$ cat config.mk
export PLATFORM = sky130hd
export DESIGN_NAME = cond_unit
export DESIGN_NICKNAME = d
export VERILOG_FILES = /design/src/rtl/cond_unit.sv
export SDC_FILE = /design/constraint.sdc
export NUM_CORES = 1
export LEC_CHECK = 0
export CORE_MARGIN = 3
export CORE_UTILIZATION = 60
export CTS_BUF_LIST = sky130_fd_sc_hd__clkbuf_8
export CTS_CLUSTER_SIZE = 14
export DETAILED_ROUTE_END_ITERATION = 8
export DONT_BUFFER_PORTS = 1
export PLACE_DENSITY = 0.78
export SYNTH_ARGS = -nofsm -noshare
export SYNTH_HDL_FRONTEND = slang
export SYNTH_SLANG_ARGS = --single-unit
$ cat constraint.sdc
create_clock -name clk -period 7.1 [get_ports clk]
set_input_delay 1.775 -clock clk [delete_from_list [all_inputs] [get_ports clk]]
set_output_delay 1.775 -clock clk [all_outputs]
set_load 0.02 [all_outputs]
$ cat src/rtl/cond_unit.sv
// ARM-style condition unit: evaluates Cond against the stored NZVC flags, gates the
// write strobes, updates the flags, and counts executed and squashed instructions.
`timescale 1ns/1ps
module cond_unit (
    input  logic        clk,
    input  logic        reset_n,
    input  logic        valid,
    input  logic [3:0]  Cond,
    input  logic [3:0]  ALUFlags,
    input  logic [1:0]  FlagW,
    input  logic        PCS,
    input  logic        RegW,
    input  logic        MemW,
    input  logic        clr_cnt,
    output logic        CondEx,
    output logic        PCSrc,
    output logic        RegWrite,
    output logic        MemWrite,
    output logic [3:0]  Flags,
    output logic [15:0] exec_cnt,
    output logic [15:0] skip_cnt
);

    logic [3:0]  flags_q;
    logic [15:0] exec_q;
    logic [15:0] skip_q;
    logic        n, z, v, c;
    logic        cond_pass;

    assign {n, z, v, c} = flags_q;

    // Evaluated on the stored flags only, so this cycle's ALU result cannot affect itself.
    always_comb begin
        cond_pass = 1'b0;
        case (Cond)
            4'b0000: cond_pass = z;
            4'b0001: cond_pass = ~z;
            4'b0010: cond_pass = c;
            4'b0011: cond_pass = ~c;
            4'b0100: cond_pass = n;
            4'b0101: cond_pass = ~n;
            4'b0110: cond_pass = v;
            4'b0111: cond_pass = ~v;
            4'b1000: cond_pass = c & ~z;
            4'b1001: cond_pass = ~(c & ~z);
            4'b1010: cond_pass = (n == v);
            4'b1011: cond_pass = (n != v);
            4'b1100: cond_pass = ~z & (n == v);
            4'b1101: cond_pass = ~(~z & (n == v));
            default: cond_pass = 1'b1;
        endcase
    end

    assign CondEx   = valid & cond_pass;
    assign PCSrc    = PCS  & CondEx;
    assign RegWrite = RegW & CondEx;
    assign MemWrite = MemW & CondEx;
    assign Flags    = flags_q;
    assign exec_cnt = exec_q;
    assign skip_cnt = skip_q;

    always_ff @(posedge clk or negedge reset_n) begin
        if (!reset_n) begin
            flags_q <= 4'b0000;
        end else begin
            if (CondEx && FlagW[1]) flags_q[3:2] <= ALUFlags[3:2];
            if (CondEx && FlagW[0]) flags_q[1:0] <= ALUFlags[1:0];
        end
    end

    // Saturating counters; clear wins over increment.
    always_ff @(posedge clk or negedge reset_n) begin
        if (!reset_n) begin
            exec_q <= 16'd0;
            skip_q <= 16'd0;
        end else if (clr_cnt) begin
            exec_q <= 16'd0;
            skip_q <= 16'd0;
        end else if (valid) begin
            if (CondEx) begin
                if (exec_q != 16'hFFFF) exec_q <= exec_q + 16'd1;
            end else begin
                if (skip_q != 16'hFFFF) skip_q <= skip_q + 16'd1;
            end
        end
    end

endmodule

### Yosys cells after proc, flatten, opt, wreduce, memory -nomap -nowiden

Index checks and enable logic that the tools add are counted.

| word-level totals | value |
|---|---|
| register bits after elaboration | 36 |
| output and inout bits | 40 |

| operators by class | value |
|---|---|
| $add $sub $neg | 2 |
| eq/ne operators | 18 |
| multiplexer cells | 9 |
| bitwise operators | 12 |
| reduce and logical (&&, ||, !) cells | 9 |

Operators with widths:

| operator | number |
|---|---|
| 2-to-1 mux 16 bit | 8 |
| adder 16 x 1 -> 16 bit, second input constant | 2 |
| != test 16 bit, second input constant | 2 |
| == test 4 bit, second input constant | 6 |
| == test 4 x 3 -> 1 bit, second input constant | 4 |
| one-hot mux 1 bit (14 select lines) | 1 |
| == test 4 x 2 -> 1 bit, second input constant | 2 |
| nonzero test 2 bit | 4 |
| bitwise AND 1 bit | 6 |
| inverter 1 bit | 6 |
| AND reduction 3 bit | 2 |
| == test 4 x 1 -> 1 bit, second input constant | 1 |
| zero test 4 bit | 1 |
| logical AND 1 bit | 2 |
| != test 2 bit, second input constant | 1 |
| == test 1 bit | 1 |
| != test 1 bit | 1 |

### Logic depth before layout (Yosys ltp)

| depth | value |
|---|---|
| depth in word-level cells | 8 |
| depth in mapped cells | 8 |

### Worst setup path after synthesis

No wires, ideal clock.

| timing path | value |
|---|---|
| path kind | input to output |
| start point | input port Cond[1] |
| end point | output port MemWrite |
| arrival | 3.474 ns |
| data required time | 5.325 ns |
| slack | 1.851 ns |
| stages | 5 |
| path through | mux4_2 o211a_1 o32a_2 a21boi_2 and2_1 |

| on the way | value |
|---|---|
| cells in the longest elaborated chain, start to end | 4 |
| elaborated cells between the ends (all ways) | 17 |
| those cells by class | eq/ne (13); mux (1); bitwise (2); reduce/logical (1) |

Ends and longest elaborated chain:

| element | RTL line | text |
|---|---|---|
| from (decl) | 8 | `input logic [3:0] Cond,` |
| == test 4 bit, or another cell as far along | 35 | `case (Cond)` |
| one-hot mux 1 bit (14 select lines) * | 35 |  |
| bitwise AND 1 bit * | 54 | `assign CondEx = valid & cond_pass;` |
| net CondEx | 15 | `output logic CondEx,` |
| bitwise AND 1 bit * | 57 | `assign MemWrite = MemW & CondEx;` |
| to (decl) | 18 | `output logic MemWrite,` |

Mark *: on every way through the listed nets, which the timed path passes. The rest lies on a longest branch.

### Final worst setup path

| timing path | value |
|---|---|
| start point | input port Cond[1] |
| end point | output port PCSrc |

| on the way | value |
|---|---|
| cells in the longest elaborated chain, start to end | 4 |
| elaborated cells between the ends (all ways) | 17 |
| those cells by class | eq/ne (13); mux (1); bitwise (2); reduce/logical (1) |

Ends and longest elaborated chain:

| element | RTL line | text |
|---|---|---|
| == test 4 bit, or another cell as far along | 35 |  |
| one-hot mux 1 bit (14 select lines) * | 35 |  |
| bitwise AND 1 bit * | 54 |  |
| net CondEx | 15 |  |
| bitwise AND 1 bit * | 55 | `assign PCSrc = PCS & CondEx;` |
| to (decl) | 16 | `output logic PCSrc,` |

Marked as above.

==> run_results.csv <==
group,metric,value,unit
detailed_routing,ant_nets,0,
clock_tree,post_cts_buffers,0,
synth,synth-edff-count,0,
place,dp_cells,252,
clock_tree,cts-root-buf,"clkbuf_8",
layout,layout.cells.non_filler,260,
setup_path,worstSetupStartpointType,"primary input",
setup_path,max_stage_delay,0.53,ns
grt,antenna_found_initial,0,
timing,worst_pin_slew,0.770,ns
detailed_routing,drc_errors,0,
detailed_routing,initialDrtViolationCount,174,
clock_tree,cts_buffer_depth,2,
clock_tree,clkTransAtPathRegs,0.07,ns
floorplan,die_w,64.6,um
synth,yosysTopAreaCell,"dfrtp_1",
timing,hold_violations,0,
timing,fmax,184,MHz
floorplan,start_util,0.652,
floorplan,coreArea,3150,um2
clock_tree,cts_made_buffers,5,
grt,grt.total_usage,0.246,
timing,holdWs,0.692,ns
setup_path,reg2reg_slack,4.15,ns
clock_tree,post_cts_resized,0,
power,ir_drop,158,uV
synth,synth_flop_cell,"dfrtp_1",
setup_path,required,5.33,ns
clock_tree,tritoncts,"built",
setup_path,crit_fanout,10,
layout,fin_nets,234,
timing,period_share,0.767,
setup_path,cp-end-kind,"output pin",
floorplan,dieArea,4170,um2
grt,grt_start_max_net_pins,42,
detailed_routing,num_vias,1685,
detailed_routing,firstDrtPassIters,4,
hold_path,min_path_type,"register to register",
clock_tree,cts_hold_buf,0,
synth,yosysWarnings,0,
timing,min_period,5.45,ns
grt,gr-total-overflow,0,
power,p_leak,0.000951,uW
synth,synthTopCellsByArea,"dfrtp_1 44%, mux2_2 5.5%, nor2_1 5.1%",
synth,synth.yosys.seq_area_share,0.438,
layout,final_util,0.692,
layout,syn2layout_area_growth,6.02,%
clock_tree,cts_max_level,2,
clock_tree,clock_latency,0.29,ns
synth,yosysUniqueCellTypes,45,
grt,grt_pass1_vias,1766,
timing,maxSlewViolCount,0,
timing,layout_setup_ws,1.65,ns
floorplan,die_y,64.6,um
synth,syn_inst,214,
synth,yosys.area.top_type_share,0.438,
place,io_buffer_count,0,
synth,synth-async-reset-ratio,1.00,
setup_path,criticalPathCategory,"primary input to output pin",
setup_path,cp_cell_sequence,"mux4_2, o211a_1, o32a_2, a21boi_2, and2_1",
flow_run,maxCapViolCount,0,
timing,finalSetupViolCount,0,
setup_path,path_delay_family,"compound AO/OA/AOI/OAI gates",
setup_path,crit_buf_inv,0,
setup_path,crit_arrival,3.67,ns
timing,slew-limit-headroom,0.486,
place,dpl.hpwl,3280,um
synth,avgSynthCellArea,9.61,um2
outcome,status,"complete, no violations",
detailed_routing,via_per_inst,6.48,
synth,ys_ff_latch,36,
floorplan,io_pins,57,
clock_tree,clock_sinks,36,
layout,drive_above_1_share,0.130,
grt,grt_first_pass_wirelength,8110,um
timing,rsz0062_at_grt,"no",
layout,n_antenna_cell,0,
timing,skew,0.00495,ns
timing,setup-tns-final,0,ns
power,power.density,209,nW/um2
place,pre_cts_slack,1.66,ns
place,gp_congestion,0.869,
detailed_routing,wl_per_cell,17.9,um
detailed_routing,wl,4660,um
synth,syn_nets,233,
floorplan,num_rows,20,
setup_path,cp_slowest_cell,"a21boi_2",
synth,syn_area,2060,um2
-- worst paths after layout --
| path | from | endpoint | cells past startpoint |
|---|---|---|---|
| setup / recovery | Cond[1] | PCSrc | 5 |
| hold / removal | skip_cnt[12] | skip_cnt[12] | 2 |
| setup reg to reg | Flags[3] | exec_cnt[15] | 7 |
| hold reg to reg | skip_cnt[12] | skip_cnt[12] | 2 |
| max in group asynchronous | reset_n | exec_cnt[7] | 0 |
| min in group asynchronous | reset_n | exec_cnt[5] | 0 |
-- report_power, final --
part	switching (uW)	leakage (uW)	internal, uW	total (uW)
sequential	26.4	0.000493	215	241
clock	71.5	0.0000510	77.3	149
combinational	38.4	0.000407	26.9	65.3
total	136	0.000951	319	455
-- registers in the layout, indices dropped and copies added, names as in the netlist --
register and cells:
skip_cnt 16, Flags 4, exec_cnt 16
-- tightest hold or removal path: stages (launching register included) --
cell	delay, ns
dfrtp_1	0.47
o21ai_0	0.12
a21oi_1	0.07
-- layer usage --
layer | global-route usage | wire [um] | vias to the layer above
li1 | - | - | 782
met1 | 0.273 | 1760 | 832
met2 | 0.438 | 2440 | 63
met3 | 0.0780 | 368 | 8
met4 | 0.0950 | 85 | 0
met5 | 0 | 0 | -
-- through the flow --
step / instance area [um2] / total power, uW
after floorplan: 2060 / 298
after global routing: 2180 / 478
final: 2180 / 455
after detailed placement: 2090 / 309
after CTS: 2180 / 458
after global placement: 2090 / 305
-- cell families after synthesis --
logic type,share of synthesized area
AND/OR/NAND/NOR,0.262
XOR/XNOR,0.0596
AO/OA/AOI/OAI,0.130
adder cells (fa/ha/maj),0.0122
buffers and inverters,0.0225
multiplexers,0.0754
flip-flops,0.438
-- cells in the mapped netlist, types with 2 or more instances --
cell / count
inv_1: 6
nand3b_1: 3
a31oi_1: 2
and2_1: 5
a31o_2: 2
ha_1: 2
nand2b_1: 2
nor3_1: 2
nand3_1: 16
o31ai_1: 3
nand4_1: 6
xor2_1: 9
mux2_2: 10
dfrtp_1: 36
a311oi_1: 3
or4_1: 3
a21oi_1: 12
nor2b_1: 10
o21ai_0: 2
xnor2_1: 5
nor2_1: 28
and3_1: 10
nand2_1: 8
and4_1: 3
mux2i_1: 2
clkbuf_1: 5
-- placed cells by master (no fill, tap or decap), types with 3 or more instances in the layout --
cell type,count
nand2_1,8
nor2b_1,10
a311oi_1,3
mux2_2,10
inv_1,6
xnor2_1,5
nand3b_1,3
xor2_1,9
and2_1,5
and4_1,3
dfrtp_1,36
nand3_1,16
nor2_1,28
a21oi_1,12
clkbuf_8,6
o31ai_1,3
nand4_1,6
or4_1,3
and3_1,10
-- final cells by class --
class | count | area [um2]
sequential | 36 | 901
tap | 44 | 55.1
inverter | 6 | 22.5
clock inverter | 2 | 10.0
fill | 256 | 972
clock buffer | 6 | 82.6
multi-input combinational | 166 | 1110
Power figures use the tool's default switching activity.
